$ cat src/rtl/framebuffer_scanout.sv
// -----------------------------------------------------------------------------
// framebuffer_scanout
//
// Read-side engine for the output-controller pixel RAM. On a start pulse it
// walks one frame in raster order, issuing reads against a RAM with a
// synchronous read port (one cycle of read latency). The returned pixels are
// queued in a small FIFO and presented downstream as a valid/ready stream
// with start-of-frame and end-of-line markers. Reads are only issued when the
// FIFO is guaranteed to have room for them, so back-pressure never drops a
// pixel.
//
// Ports:
//   clk          system clock, all logic on the rising edge
//   rst          asynchronous, active-high reset
//   start        one-cycle pulse: scan one frame (ignored while busy)
//   rd_en        RAM read strobe
//   rd_addr      RAM read address (row-major, base 0); holds while rd_en=0
//   rd_data      RAM read data, valid the cycle after rd_en
//   pix_data     output pixel (head of the FIFO)
//   pix_valid    pix_data / pix_sof / pix_eol are valid
//   pix_ready    downstream accepts when pix_valid && pix_ready
//   pix_sof      first pixel of the frame
//   pix_eol      last pixel of each line
//   busy         high from the cycle after an accepted start until frame_done
//   frame_done   one-cycle pulse on acceptance of the last pixel of the frame
//   underrun_cnt (only with SCANOUT_UNDERRUN_CNT_EN) saturating count of
//                cycles where downstream was ready but no pixel was available,
//                counted from the first pixel of the frame; cleared by start
//
// Build option: define SCANOUT_UNDERRUN_CNT_EN to add the underrun_cnt port.
// -----------------------------------------------------------------------------
module framebuffer_scanout #(
  parameter int H_ACTIVE   = 640,
  parameter int V_ACTIVE   = 480,
  parameter int ADDR_W     = 19,
  parameter int DATA_W     = 24,
  parameter int FIFO_DEPTH = 4
) (
  input  logic              clk,
  input  logic              rst,
  input  logic              start,
  output logic              rd_en,
  output logic [ADDR_W-1:0] rd_addr,
  input  logic [DATA_W-1:0] rd_data,
  output logic [DATA_W-1:0] pix_data,
  output logic              pix_valid,
  input  logic              pix_ready,
  output logic              pix_sof,
  output logic              pix_eol,
  output logic              busy,
`ifdef SCANOUT_UNDERRUN_CNT_EN
  output logic              frame_done,
  output logic [15:0]       underrun_cnt
`else
  output logic              frame_done
`endif
);

  localparam int PTR_W = (FIFO_DEPTH > 1) ? $clog2(FIFO_DEPTH) : 1;
  localparam int CNT_W = PTR_W + 1;
  localparam int X_W   = (H_ACTIVE > 1) ? $clog2(H_ACTIVE) : 1;
  localparam int Y_W   = (V_ACTIVE > 1) ? $clog2(V_ACTIVE) : 1;

  localparam logic [X_W-1:0]   X_LAST  = X_W'(H_ACTIVE - 1);
  localparam logic [Y_W-1:0]   Y_LAST  = Y_W'(V_ACTIVE - 1);
  localparam logic [CNT_W-1:0] DEPTH_C = CNT_W'(FIFO_DEPTH);

  typedef enum logic [1:0] {
    S_IDLE,
    S_FETCH,
    S_DRAIN
  } state_t;

  // One FIFO entry: pixel plus the sideband tags computed at issue time.
  typedef struct packed {
    logic              sof;
    logic              eol;
    logic [DATA_W-1:0] data;
  } entry_t;

  // ---------------------------------------------------------------------------
  // State
  // ---------------------------------------------------------------------------
  state_t            state_q;
  logic [X_W-1:0]    x_q;
  logic [Y_W-1:0]    y_q;
  logic [ADDR_W-1:0] addr_q;
  logic              busy_q;

  // Read in flight: rd_en was high last cycle, so rd_data is valid now and
  // gets written into the FIFO this cycle together with its tags.
  logic              inflight_q;
  logic              tag_sof_q;
  logic              tag_eol_q;

  entry_t            fifo_mem [FIFO_DEPTH];
  logic [PTR_W-1:0]  wr_ptr_q;
  logic [PTR_W-1:0]  rd_ptr_q;
  logic [CNT_W-1:0]  count_q;

  // ---------------------------------------------------------------------------
  // Issue / credit logic
  // ---------------------------------------------------------------------------
  logic [CNT_W-1:0]  credit_used;
  logic              issue;
  logic              last_issue;
  logic              start_accept;
  logic              push;
  logic              pop;
  entry_t            head;

  // The credit check deliberately ignores a pop happening this cycle: being
  // conservative keeps the path short and still sustains one pixel per clock.
  assign credit_used  = count_q + CNT_W'(inflight_q);
  assign issue        = (state_q == S_FETCH) && (credit_used < DEPTH_C);
  assign last_issue   = issue && (x_q == X_LAST) && (y_q == Y_LAST);
  assign start_accept = (state_q == S_IDLE) && start;

  assign push = inflight_q;
  assign pop  = pix_valid && pix_ready;

  assign rd_en   = issue;
  assign rd_addr = addr_q;

  // ---------------------------------------------------------------------------
  // Stream outputs, driven from the FIFO head. Gated with pix_valid so the
  // outputs read as zero while empty, regardless of stale storage contents.
  // ---------------------------------------------------------------------------
  assign head      = fifo_mem[rd_ptr_q];
  assign pix_valid = (count_q != '0);
  assign pix_data  = pix_valid ? head.data : '0;
  assign pix_sof   = pix_valid && head.sof;
  assign pix_eol   = pix_valid && head.eol;
  assign busy      = busy_q;

  // Once draining, nothing is in flight and only one entry remains, its
  // acceptance is the end of the frame.
  assign frame_done = (state_q == S_DRAIN) && !inflight_q &&
                      (count_q == CNT_W'(1)) && pop;

  // ---------------------------------------------------------------------------
  // Control FSM, raster counters and the issue-side pipeline stage
  // ---------------------------------------------------------------------------
  // NOTE: sequential state uses non-blocking assignments so every register
  // samples the pre-edge values, independent of statement order.
  always_ff @(posedge clk or posedge rst) begin
    if (rst) begin
      state_q    <= S_IDLE;
      x_q        <= '0;
      y_q        <= '0;
      addr_q     <= '0;
      busy_q     <= 1'b0;
      inflight_q <= 1'b0;
      tag_sof_q  <= 1'b0;
      tag_eol_q  <= 1'b0;
    end else begin
      inflight_q <= issue;
      if (issue) begin
        tag_sof_q <= (x_q == '0) && (y_q == '0);
        tag_eol_q <= (x_q == X_LAST);
      end

      unique case (state_q)
        S_IDLE: begin
          if (start) begin
            state_q <= S_FETCH;
            busy_q  <= 1'b1;
            x_q     <= '0;
            y_q     <= '0;
            addr_q  <= '0;
          end
        end

        S_FETCH: begin
          if (last_issue) begin
            // Address stays on the final pixel so rd_addr holds afterwards.
            state_q <= S_DRAIN;
          end else if (issue) begin
            addr_q <= addr_q + ADDR_W'(1);
            if (x_q == X_LAST) begin
              x_q <= '0;
              y_q <= y_q + Y_W'(1);
            end else begin
              x_q <= x_q + X_W'(1);
            end
          end
        end

        S_DRAIN: begin
          if (frame_done) begin
            state_q <= S_IDLE;
            busy_q  <= 1'b0;
          end
        end

        default: begin
          state_q <= S_IDLE;
          busy_q  <= 1'b0;
        end
      endcase
    end
  end

  // ---------------------------------------------------------------------------
  // FIFO pointers and occupancy. Simultaneous push and pop is legal at any
  // occupancy; the credit rule guarantees no push while full without a pop.
  // ---------------------------------------------------------------------------
  always_ff @(posedge clk or posedge rst) begin
    if (rst) begin
      wr_ptr_q <= '0;
      rd_ptr_q <= '0;
      count_q  <= '0;
    end else begin
      if (push) wr_ptr_q <= wr_ptr_q + PTR_W'(1);
      if (pop)  rd_ptr_q <= rd_ptr_q + PTR_W'(1);
      unique case ({push, pop})
        2'b10:   count_q <= count_q + CNT_W'(1);
        2'b01:   count_q <= count_q - CNT_W'(1);
        default: count_q <= count_q;
      endcase
    end
  end

  // NOTE: the storage array has no reset; occupancy and pointers are reset,
  // and the outputs are gated by pix_valid, so stale contents are never seen.
  always_ff @(posedge clk) begin
    if (push) begin
      fifo_mem[wr_ptr_q] <= '{sof: tag_sof_q, eol: tag_eol_q, data: rd_data};
    end
  end

`ifdef SCANOUT_UNDERRUN_CNT_EN
  // ---------------------------------------------------------------------------
  // Underrun counter. The fill latency at the start of a frame is not an
  // underrun, so counting is armed only once the first pixel has appeared.
  // ---------------------------------------------------------------------------
  logic seen_first_q;

  always_ff @(posedge clk or posedge rst) begin
    if (rst) begin
      seen_first_q <= 1'b0;
      underrun_cnt <= '0;
    end else if (start_accept) begin
      seen_first_q <= 1'b0;
      underrun_cnt <= '0;
    end else begin
      if (busy_q && pix_valid) seen_first_q <= 1'b1;
      if (busy_q && pix_ready && !pix_valid && seen_first_q &&
          (underrun_cnt != 16'hFFFF)) begin
        underrun_cnt <= underrun_cnt + 16'd1;
      end
    end
  end
`endif

endmodule

$ cat config.mk
export PLATFORM = sky130hd
export DESIGN_NAME = framebuffer_scanout
export DESIGN_NICKNAME = d
export VERILOG_FILES = /design/src/rtl/framebuffer_scanout.sv
export SDC_FILE = /design/constraint.sdc
export NUM_CORES = 1
export LEC_CHECK = 0
export ABC_AREA = 0
export BUFFER_PORTS_ARGS = -buffer_cell sky130_fd_sc_hd__buf_2
export CORE_MARGIN = 2
export CORE_UTILIZATION = 30
export DETAILED_ROUTE_END_ITERATION = 7
export PLACE_DENSITY = 0.43
export SYNTH_ARGS = -nofsm -noshare
export SYNTH_HDL_FRONTEND = slang
export SYNTH_SLANG_ARGS = --single-unit
$ cat constraint.sdc
create_clock -name clk -period 2.48 [get_ports clk]
set_clock_uncertainty 0.05 [all_clocks]
set_input_delay 0.372 -clock clk [delete_from_list [all_inputs] [get_ports clk]]
set_output_delay 0.372 -clock clk [all_outputs]
set_load 0.01 [all_outputs]
==> impl_metrics.xml <==
<?xml version="1.0" encoding="UTF-8"?>
<metrics>
  <group name="sta">
    <metric name="timing.max_slew.rel_slack" unit="">0.5710</metric>
    <metric name="period_needed" unit="ps">2413</metric>
    <metric name="setup_tns" unit="ps">0</metric>
    <metric name="fin_crit_sh" unit="">0.9730</metric>
    <metric name="unrepaired_setup_endpoints_after_global_routing" unit="">yes</metric>
    <metric name="maxSlewViolCount" unit="">0</metric>
    <metric name="fin_worst_hold_slack" unit="ps">112.2</metric>
    <metric name="finalHoldViolations" unit="">0</metric>
    <metric name="finalWorstSetupSlack" unit="ps">66.99</metric>
    <metric name="measured_slew_at_the_worst_slew_check_pin" unit="ps">638.1</metric>
    <metric name="max_clock_freq" unit="MHz">414.4</metric>
    <metric name="final-setup-viol-count" unit="">0</metric>
  </group>
  <group name="logic_synthesis">
    <metric name="ys_seq_elements" unit="">155</metric>
    <metric name="synthTopCellsByArea" unit="">edfxtp_1 44%, dfrtp_1 18%, mux4_2 8.2%</metric>
    <metric name="synthFlopType" unit="">edfxtp_1</metric>
    <metric name="synth_edf_count" unit="">104</metric>
    <metric name="synth_top_cell_area_share" unit="">0.4365</metric>
    <metric name="synthesis.instances" unit="">525</metric>
    <metric name="netlist_top_cells_count" unit="">104 x edfxtp_1, 51 x dfrtp_1, 34 x and2_1, 31 x nand3_1, 28 x nand2_1</metric>
    <metric name="synthesis.nets" unit="">567</metric>
    <metric name="syn-mean-instance-area" unit="µm²">13.63</metric>
    <metric name="syn-cell-area" unit="mm²">0.007154</metric>
    <metric name="yosysSeqAreaShare" unit="">0.6149</metric>
    <metric name="yosysWarningCount" unit="">0</metric>
    <metric name="async_flop_share" unit="">0.3290</metric>
    <metric name="synth_area_leader_cell" unit="">edfxtp_1</metric>
    <metric name="post-synth-top-count-cell" unit="">edfxtp_1</metric>
    <metric name="post_synth_num_cell_types" unit="">61</metric>
  </group>
  <group name="global_route">
    <metric name="met1_usage" unit="">0.1830</metric>
    <metric name="number_of_antenna_violations_at_the_first_check_in_global_routing" unit="">1</metric>
    <metric name="grt_first_pass_wirelength" unit="mm">27.01</metric>
    <metric name="via_count_of_the_first_global_routing_pass" unit="">4862</metric>
    <metric name="pin_count_of_the_biggest_net_entering_global_routing" unit="">35</metric>
    <metric name="grt.busiest_layer" unit="">met2</metric>
    <metric name="met2_usage" unit="">0.2404</metric>
    <metric name="track_usage" unit="">0.1416</metric>
    <metric name="gr-total-overflow" unit="">0</metric>
    <metric name="met3_capacity_usage_during_global_routing" unit="">0.03321</metric>
  </group>
  <group name="die">
    <metric name="die_h" unit="µm">158.4</metric>
    <metric name="die_area" unit="mm²">0.02510</metric>
    <metric name="floorplan.core_area" unit="mm²">0.02347</metric>
    <metric name="die_width" unit="µm">158.4</metric>
    <metric name="fp-row-count" unit="">56</metric>
    <metric name="top_level_ports" unit="">77</metric>
    <metric name="initial_standard_cell_utilization_of_the_core" unit="">0.3048</metric>
  </group>
  <group name="setup_path">
    <metric name="critical_path_required" unit="ps">2060</metric>
    <metric name="path_max_fanout" unit="">4</metric>
    <metric name="reg2reg_depth" unit="">7</metric>
    <metric name="crit_arrival" unit="ps">1990</metric>
    <metric name="criticalPathCategory" unit="">flip-flop to primary output</metric>
    <metric name="startpoint_type" unit="">flip-flop</metric>
    <metric name="endpoint_kind" unit="">primary output</metric>
  </group>
  <group name="place">
    <metric name="place.port_buffers" unit="">76</metric>
    <metric name="post-dp-hpwl" unit="mm">10.94</metric>
    <metric name="gp_congestion" unit="">0.7725</metric>
    <metric name="pre_cts_ws" unit="ps">264.6</metric>
  </group>
  <group name="clock_network">
    <metric name="clock_latency_on_the_worst_skew_pair" unit="ps">420</metric>
    <metric name="cts_root_buf" unit="">clkbuf_16</metric>
    <metric name="cts_max_level" unit="">4</metric>
    <metric name="cts_tree" unit="">yes</metric>
    <metric name="clk_path_buf_depth" unit="">2</metric>
    <metric name="path_clk_slew" unit="ps">70</metric>
    <metric name="cts.sinks" unit="">155</metric>
    <metric name="cts_buffers" unit="">17</metric>
  </group>
  <group name="detailed_routing">
    <metric name="ant_nets" unit="">0</metric>
    <metric name="remaining_drc_errors" unit="">0</metric>
    <metric name="wl_per_cell" unit="µm">17.95</metric>
    <metric name="routed_wl" unit="mm">17.09</metric>
    <metric name="detail_route.first_pass.iterations" unit="">5</metric>
    <metric name="initial_drc_count" unit="">240</metric>
    <metric name="drt_via_density" unit="">4.978</metric>
    <metric name="via_count" unit="">4739</metric>
  </group>
  <group name="hold_path">
    <metric name="hp-class" unit="">input pin to flip-flop</metric>
    <metric name="hold-path-cell-count" unit="">1</metric>
  </group>
  <group name="power">
    <metric name="pwr_density_cell" unit="mW/mm²">1187</metric>
    <metric name="cellLeakagePower" unit="nW">3.202</metric>
    <metric name="fin_total_pwr" unit="mW">10.27</metric>
    <metric name="max-vdd-ir-drop" unit="mV">0.4249</metric>
  </group>
  <group name="job">
    <metric name="count_of_max_cap_constraint_violations" unit="">0</metric>
  </group>
  <group name="cells_and_area">
    <metric name="finish.net_count" unit="">660</metric>
    <metric name="area_delta_synth_final" unit="%">20.90</metric>
    <metric name="layout-drive-gt1-share" unit="">0.2948</metric>
  </group>
  <group name="outcome">
    <metric name="status" unit="">finished clean</metric>
  </group>
</metrics>
==> worst max-delay path, cell delays in order, from the launching register on <==
cell and delay [ps]:
dfrtp_1 430, inv_2 110, ha_4 130, nand2_2 50
or4_4 490, nor3b_2 210, buf_2 160
==> placed cells by master (no fill, tap or decap), types with 4 or more instances in the layout <==
master | synthesis | layout
inv_1 | 18 | 16
edfxtp_1 | 104 | 104
o21ai_0 | 22 | 22
dfrtp_1 | 51 | 50
and3_1 | 9 | 9
buf_4 | 0 | 24
and4_1 | 4 | 4
or3_1 | 9 | 9
nor2_1 | 16 | 16
nand4_1 | 10 | 10
clkbuf_16 | 0 | 17
buf_2 | 8 | 76
buf_12 | 0 | 4
ha_1 | 14 | 13
and2_1 | 34 | 34
nor3_1 | 6 | 6
o211ai_1 | 11 | 11
nor4_1 | 5 | 5
mux4_2 | 26 | 26
o41ai_1 | 6 | 6
a31oi_1 | 8 | 8
nand2b_1 | 6 | 6
o31ai_1 | 24 | 24
inv_8 | 0 | 7
nand3_1 | 31 | 31
nand2_1 | 28 | 27
a21oi_1 | 6 | 6
==> path summary, 6_finish.rpt <==
check,startpoint,endpoint,slack (ps)
setup / recovery,count_q[1]$_DFFE_PP0P_,frame_done,70
hold / removal,rd_data[12],fifo_mem[1][12]$_DFFE_PP_,110
setup reg to reg,x_q[0]$_DFFE_PP0P_,rd_addr[10]$_DFFE_PP0P_,240
hold reg to reg,state_q[1]$_DFFE_PP0P_,state_q[0]$_DFFE_PP0P_,480
max in group asynchronous,rst,rd_addr[8]$_DFFE_PP0P_,1320
min in group asynchronous,rst,rd_ptr_q[1]$_DFFE_PP0P_,500
==> repair_timing <==
item / in CTS / in global routing
resized for setup: 2 / 4
endpoints found under the setup margin: 1 / 1
hold endpoints to repair: 22 / 0
pin swaps: 0 / 2
hold buffers: 1 / 0
setup buffers: 2 / 3
==> power by group <==
group          switching, mW  total, mW  internal, mW
sequential             0.442       3.95          3.51
clock                   1.19       2.53          1.34
combinational           2.09       3.79          1.70
==> flip-flops by register name, indices dropped and copies added (netlist names) <==
register    cells
busy            1
count_q         3
fifo_mem      104
inflight_q      1
rd_addr        19
rd_ptr_q        2
state_q         2
tag_eol_q       1
tag_sof_q       1
wr_ptr_q        2
x_q            10
y_q             9
==> layout make-up <==
cell class | count | area, µm²
Antenna cell | 2 | 5.005
Clock buffer | 17 | 425.4
Clock inverter | 15 | 148.9
Fill cell | 2269 | 14820
Inverter | 19 | 71.32
Multi-Input combinational cell | 320 | 2549
Sequential cell | 155 | 4400
Tap cell | 319 | 399.1
Timing Repair Buffer | 105 | 650.6
==> per-stage QoR <==
stage | cell area [µm²] | std cells | utilization
detailed placement | 7999 | 912 | 0.3408
CTS | 8607 | 947 | 0.3667
floorplan | 7154 | 525 | -
finish | 8650 | 952 | 0.3685
global placement | 7999 | 912 | 0.3408
global route | 8645 | 950 | 0.3683
==> routing by layer <==
| layer | up-vias | part of all wire | wire length (µm) |
|---|---|---|---|
| li1 | 2215 | - | - |
| met1 | 2392 | 0.46 | 7791 |
| met2 | 121 | 0.49 | 8326 |
| met3 | 11 | 0.049 | 831 |
| met4 | 0 | 0.0083 | 141 |
| met5 | - | 0 | 0 |
==> cell families after synthesis <==
family	share of synthesized area
multiplexers	0.08797
AND/OR/NAND/NOR	0.1462
adder cells (fa/ha/maj)	0.02448
XOR/XNOR	0.007347
flip-flops	0.6149
buffers and inverters	0.03218
AO/OA/AOI/OAI	0.08692
No activity file was read; power rests on OpenSTA's default activity.
